[config.mk]
export PLATFORM = sky130hd
export DESIGN_NAME = wb_writer
export DESIGN_NICKNAME = d
export VERILOG_FILES = /design/src/rtl/wb_writer.sv
export SDC_FILE = /design/constraint.sdc
export NUM_CORES = 1
export LEC_CHECK = 0
export BUFFER_PORTS_ARGS = -buffer_cell sky130_fd_sc_hd__buf_2
export CORE_MARGIN = 2
export CORE_UTILIZATION = 50
export CTS_CLUSTER_DIAMETER = 80
export CTS_CLUSTER_SIZE = 16
export DETAILED_ROUTE_END_ITERATION = 7
export GPL_TIMING_DRIVEN = 0
export MAX_ROUTING_LAYER = met4
export PLACE_DENSITY = 0.79
export SYNTH_ARGS = -nofsm -noshare
export SYNTH_HDL_FRONTEND = slang
export SYNTH_SLANG_ARGS = --single-unit
[constraint.sdc]
create_clock -name clk -period 9.1 [get_ports clk]
set_input_delay 2.73 -clock clk [delete_from_list [all_inputs] [get_ports clk]]
set_output_delay 2.73 -clock clk [all_outputs]
set_load 0.02 [all_outputs]
[src/rtl/wb_writer.sv]
// Integer register-file writeback: merges ALU results and FIFO-buffered load results into one
// registered, active-low write per cycle. Define WB_STARVE_GUARD_EN to bound load starvation.
module wb_writer #(
   parameter int DATA_W   = 32,
   parameter int IDX_W    = 5,
   parameter int LQ_DEPTH = 4
) (
   input  logic              clk,
   input  logic              rst_n,
   input  logic              alu_valid_i,
   input  logic [IDX_W-1:0]  alu_rd_i,
   input  logic [DATA_W-1:0] alu_data_i,
   input  logic              lsu_valid_i,
   output logic              lsu_ready_o,
   input  logic [IDX_W-1:0]  lsu_rd_i,
   input  logic [DATA_W-1:0] lsu_data_i,
   output logic              wen_o,
   output logic [IDX_W-1:0]  rd_idx_o,
   output logic [DATA_W-1:0] rd_wdata_o,
   output logic              busy_o,
   output logic              alu_stall_o
);

   localparam int PTR_W = $clog2(LQ_DEPTH);
   localparam int CNT_W = PTR_W + 1;
   localparam logic [CNT_W-1:0] FULL_CNT = CNT_W'(LQ_DEPTH);
   localparam logic [CNT_W-1:0] CNT_ONE  = CNT_W'(1);
   localparam logic [PTR_W-1:0] PTR_ONE  = PTR_W'(1);

   logic [IDX_W-1:0]  lq_rd_q   [LQ_DEPTH];
   logic [DATA_W-1:0] lq_data_q [LQ_DEPTH];

   logic [PTR_W-1:0]  wr_ptr_q, wr_ptr_d;
   logic [PTR_W-1:0]  rd_ptr_q, rd_ptr_d;
   logic [CNT_W-1:0]  count_q, count_d;
   logic              wen_q, wen_d;
   logic [IDX_W-1:0]  idx_q, idx_d;
   logic [DATA_W-1:0] data_q, data_d;

   logic full, empty, push, pop, alu_win;

   assign full  = (count_q == FULL_CNT);
   assign empty = (count_q == '0);

   // Ready looks only at the registered count, so a pop in this cycle does not reopen it.
   assign lsu_ready_o = rst_n & ~full;
   assign busy_o      = rst_n & ~empty;

   // Loads to x0 finish the handshake but never occupy a slot.
   assign push    = lsu_valid_i & lsu_ready_o & (lsu_rd_i != '0);
   assign alu_win = alu_valid_i & ~alu_stall_o & (alu_rd_i != '0);
   assign pop     = ~alu_win & ~empty;

`ifdef WB_STARVE_GUARD_EN
   logic [2:0] starve_q, starve_d;

   assign alu_stall_o = rst_n & (starve_q == 3'd7);

   always_comb begin
      starve_d = starve_q;
      if (empty || pop) begin
         starve_d = 3'd0;
      end else begin
         starve_d = starve_q + 3'd1;
      end
   end

   always_ff @(posedge clk) begin
      if (!rst_n) begin
         starve_q <= 3'd0;
      end else begin
         starve_q <= starve_d;
      end
   end
`else
   assign alu_stall_o = 1'b0;
`endif

   always_comb begin
      wr_ptr_d = wr_ptr_q;
      rd_ptr_d = rd_ptr_q;
      count_d  = count_q;
      wen_d    = 1'b1;
      idx_d    = idx_q;
      data_d   = data_q;

      if (push) begin
         wr_ptr_d = wr_ptr_q + PTR_ONE;
      end
      if (pop) begin
         rd_ptr_d = rd_ptr_q + PTR_ONE;
      end

      case ({push, pop})
         2'b10:   count_d = count_q + CNT_ONE;
         2'b01:   count_d = count_q - CNT_ONE;
         default: count_d = count_q;
      endcase

      if (alu_win) begin
         wen_d  = 1'b0;
         idx_d  = alu_rd_i;
         data_d = alu_data_i;
      end else if (pop) begin
         wen_d  = 1'b0;
         idx_d  = lq_rd_q[rd_ptr_q];
         data_d = lq_data_q[rd_ptr_q];
      end
   end

   always_ff @(posedge clk) begin
      if (!rst_n) begin
         wr_ptr_q <= '0;
         rd_ptr_q <= '0;
         count_q  <= '0;
         wen_q    <= 1'b1;
         idx_q    <= '0;
         data_q   <= '0;
      end else begin
         wr_ptr_q <= wr_ptr_d;
         rd_ptr_q <= rd_ptr_d;
         count_q  <= count_d;
         wen_q    <= wen_d;
         idx_q    <= idx_d;
         data_q   <= data_d;
      end
   end

   // Payload storage needs no reset: a slot is only read after it has been written.
   always_ff @(posedge clk) begin
      if (push) begin
         lq_rd_q[wr_ptr_q]   <= lsu_rd_i;
         lq_data_q[wr_ptr_q] <= lsu_data_i;
      end
   end

   assign wen_o      = wen_q;
   assign rd_idx_o   = idx_q;
   assign rd_wdata_o = data_q;

endmodule

==> impl_metrics.json <==
{
  "multi_input_area_um2": 1840,
  "cts_inserted_buffers": 17,
  "route.met2.wl_mm": 8.01,
  "hold_start": "rd_ptr_q[1]$_SDFFE_PN0P_",
  "synth-seq-cells": 195,
  "ys_top_cells_by_count": "edfxtp_1, a21oi_1, dfxtp_1, nand2_1, mux4_2",
  "vias": 4414,
  "power.static_leakage_nw": 3.16,
  "yosysMostFrequentCell": "edfxtp_1",
  "wl_met1_mm": 6.38,
  "die_area_um2": 15800,
  "power_frac_comb": 0.236,
  "syn_inst": 461,
  "hold_viol_final": 0,
  "synth_edf_count": 148,
  "port_buffers": 117,
  "yosysWarnings": 0,
  "rsz0062_at_grt": "no",
  "post_cts_buffers": 0,
  "critPathArrivalTime_ns": 3.56,
  "worst_pin_slew_ns": 0.659,
  "path_class": "in2out",
  "wirelength_mm": 15.6,
  "die_y_um": 126,
  "pwr-share-seq": 0.456,
  "drt_drc_violations_left": 0,
  "synth_area_per_cell_um2": 16.0,
  "nFillCells": 1107,
  "start_kind": "primary input",
  "path_common_cell": "buf_2",
  "firstDrtPassIters": 5,
  "drv_slew": 0,
  "final-setup-viol-count": 0,
  "cp-end-kind": "output port",
  "synthesis.area_um2": 7380,
  "worst_ep_required_time_ns": 6.37,
  "async_flop_share": 0,
  "synth_top_area_share": 0.602,
  "row_count": 44,
  "fin_hold_ws_ns": 0.508,
  "cell_internal_pwr_w": 0.00167,
  "clk_latency_ns": 0.43,
  "p_per_area_nw_per_um2": 266,
  "core_area_um2": 14500,
  "ys_types": 29,
  "outcome": "finished clean",
  "syn_to_final_growth_pct": 20.2,
  "highest_layer": "met4",
  "ctsHoldBuffers": 0,
  "cts-root-buf": "clkbuf_16",
  "ant_nets": 0,
  "htree_levels": 4,
  "regArea_um2": 5390,
  "dr_wl_met3_um": 996,
  "postCtsResizedCells": 0,
  "cts_buffer_depth": 2,
  "p_clk_frac": 0.308,
  "grt_pass1_wl_mm": 24.0,
  "first_global_vias": 4587,
  "min_period_ns": 6.29,
  "cpMaxStageDelayCell": "clkbuf_1",
  "critical_path_peak_fanout": 10,
  "antenna_found_initial": 2,
  "wire_per_inst_um": 19.5,
  "overflow": 0,
  "ys.flop_type": "edfxtp_1",
  "globalplace.congestion": 0.748,
  "crit_chain": "buf_2 > inv_1 > clkbuf_1 > nor2_1 > buf_2",
  "max_stage_delay_ns": 0.41,
  "p_sw_w": 0.000687,
  "ys_top_cells_by_area": "edfxtp_1, dfxtp_1, mux4_2",
  "sw_frac_of_total": 0.291,
  "nNetsFinal": 685,
  "clkSlewWorstSetupHoldPaths_ns": 0.06,
  "ir_drop_uv": 161,
  "vias_per_cell": 5.52,
  "grt_use_total": 0.211,
  "drt_iter0_drc": 454,
  "drive_gt1_frac": 0.331,
  "r2r_start": "count_q[2]$_SDFFE_PN0P_",
  "syn_nets": 545,
  "period_share": 0.692,
  "die_x_um": 126,
  "slew_headroom": 0.561,
  "hpwlAfterDp_mm": 10.4,
  "start_util": 0.510,
  "cts_tree": "yes",
  "yosysSeqAreaShare": 0.729,
  "drv_cap": 0,
  "pin_count": 119,
  "clock_sinks": 195,
  "synth.largest_area_cell": "edfxtp_1",
  "hp-class": "reg2reg",
  "clock-skew-final_ns": 0.00896,
  "crit_start": "rst_n",
  "setup_tns_ns": 0,
  "timing.fmax_ghz": 0.159,
  "grt_max_degree": 22
}
cells in the final DEF (no fill, tap or decap), drive strengths merged, types with 6 or more instances in the layout:
cell type / n
a21oi: 76
buf: 134
clkbuf: 43
dfxtp: 47
edfxtp: 148
inv: 11
mux4: 37
nand2: 41
nor2: 6
o21ai: 38
cell type report:
type                    instances  share of cell area
plain buffers                  30              0.0145
clock inverters                 6             0.00775
flip-flops and latches        195               0.607
repair buffers                121              0.0758
clock buffers                  26              0.0574
diodes                          2            0.000564
well taps                     184              0.0259
multi-input cells             227               0.207
inverters                       9             0.00381
sequential cells by signal, summed over array words and instances, names as in the netlist, named ones only:
| register | cells |
|---|---|
| wen_o | 1 |
| rd_wdata_o | 32 |
| lq_data_q | 128 |
| count_q | 3 |
| wr_ptr_q | 2 |
| rd_ptr_q | 2 |
| lq_rd_q | 20 |
| rd_idx_o | 5 |
worst paths after layout:
kind                                   to  slack, ns  depth (start not counted)
setup / recovery                   busy_o       2.81                          5
setup reg to reg  count_q[2]$_SDFFE_PN0P_       6.59                          9
hold / removal                       flop       0.51                          2
hold reg to reg                      flop       0.51                          2
power groups by stage:
stage	logic, W	clock network (W)	registers, W
floorplan	0.000339	0	0.00113
global placement	0.000538	0	0.00109
detailed placement	0.000564	0	0.00110
CTS	0.000566	0.000736	0.00108
global route	0.000610	0.000769	0.00108
finish	0.000557	0.000726	0.00108
logic make-up (layout without fill, tap and decap cells):
logic type               Yosys count  in the layout  synth area share
other                              1              3          0.000508
adder cells (fa/ha/maj)            6              6            0.0112
multiplexers                      41             41             0.119
AND/OR/NAND/NOR                   58             58            0.0334
AO/OA/AOI/OAI                    119            119            0.0825
buffers and inverters             39            192            0.0220
XOR/XNOR                           2              2           0.00237
flip-flops                       195            195             0.729
worst max-delay path, delay by kind of cell:
kind | cells | cell delay [ns]
buffers and inverters | 4 | 0.74
AND/OR/NAND/NOR | 1 | 0.09
stage by stage:
stage / power [W] / area [µm²] / cells / util / worst slack [ns]
final: 0.00236 / 8870 / 800 / 0.613 / 2.81
after detailed placement: 0.00166 / 8290 / 766 / 0.573 / 2.79
after CTS: 0.00238 / 8870 / 798 / 0.613 / 2.80
after floorplan: 0.00147 / 7380 / 461 / - / 3.12
after global placement: 0.00163 / 8200 / 762 / 0.566 / 2.81
after global routing: 0.00246 / 8870 / 800 / 0.613 / 2.70
per-layer routing:
| metal | vias up | track usage |
|---|---|---|
| li1 | 2050 | - |
| met1 | 2193 | 0.253 |
| met2 | 154 | 0.344 |
| met3 | 17 | 0.0578 |
| met4 | 0 | 0.0778 |
| met5 | - | - |
(Power assumes the default switching activity.)
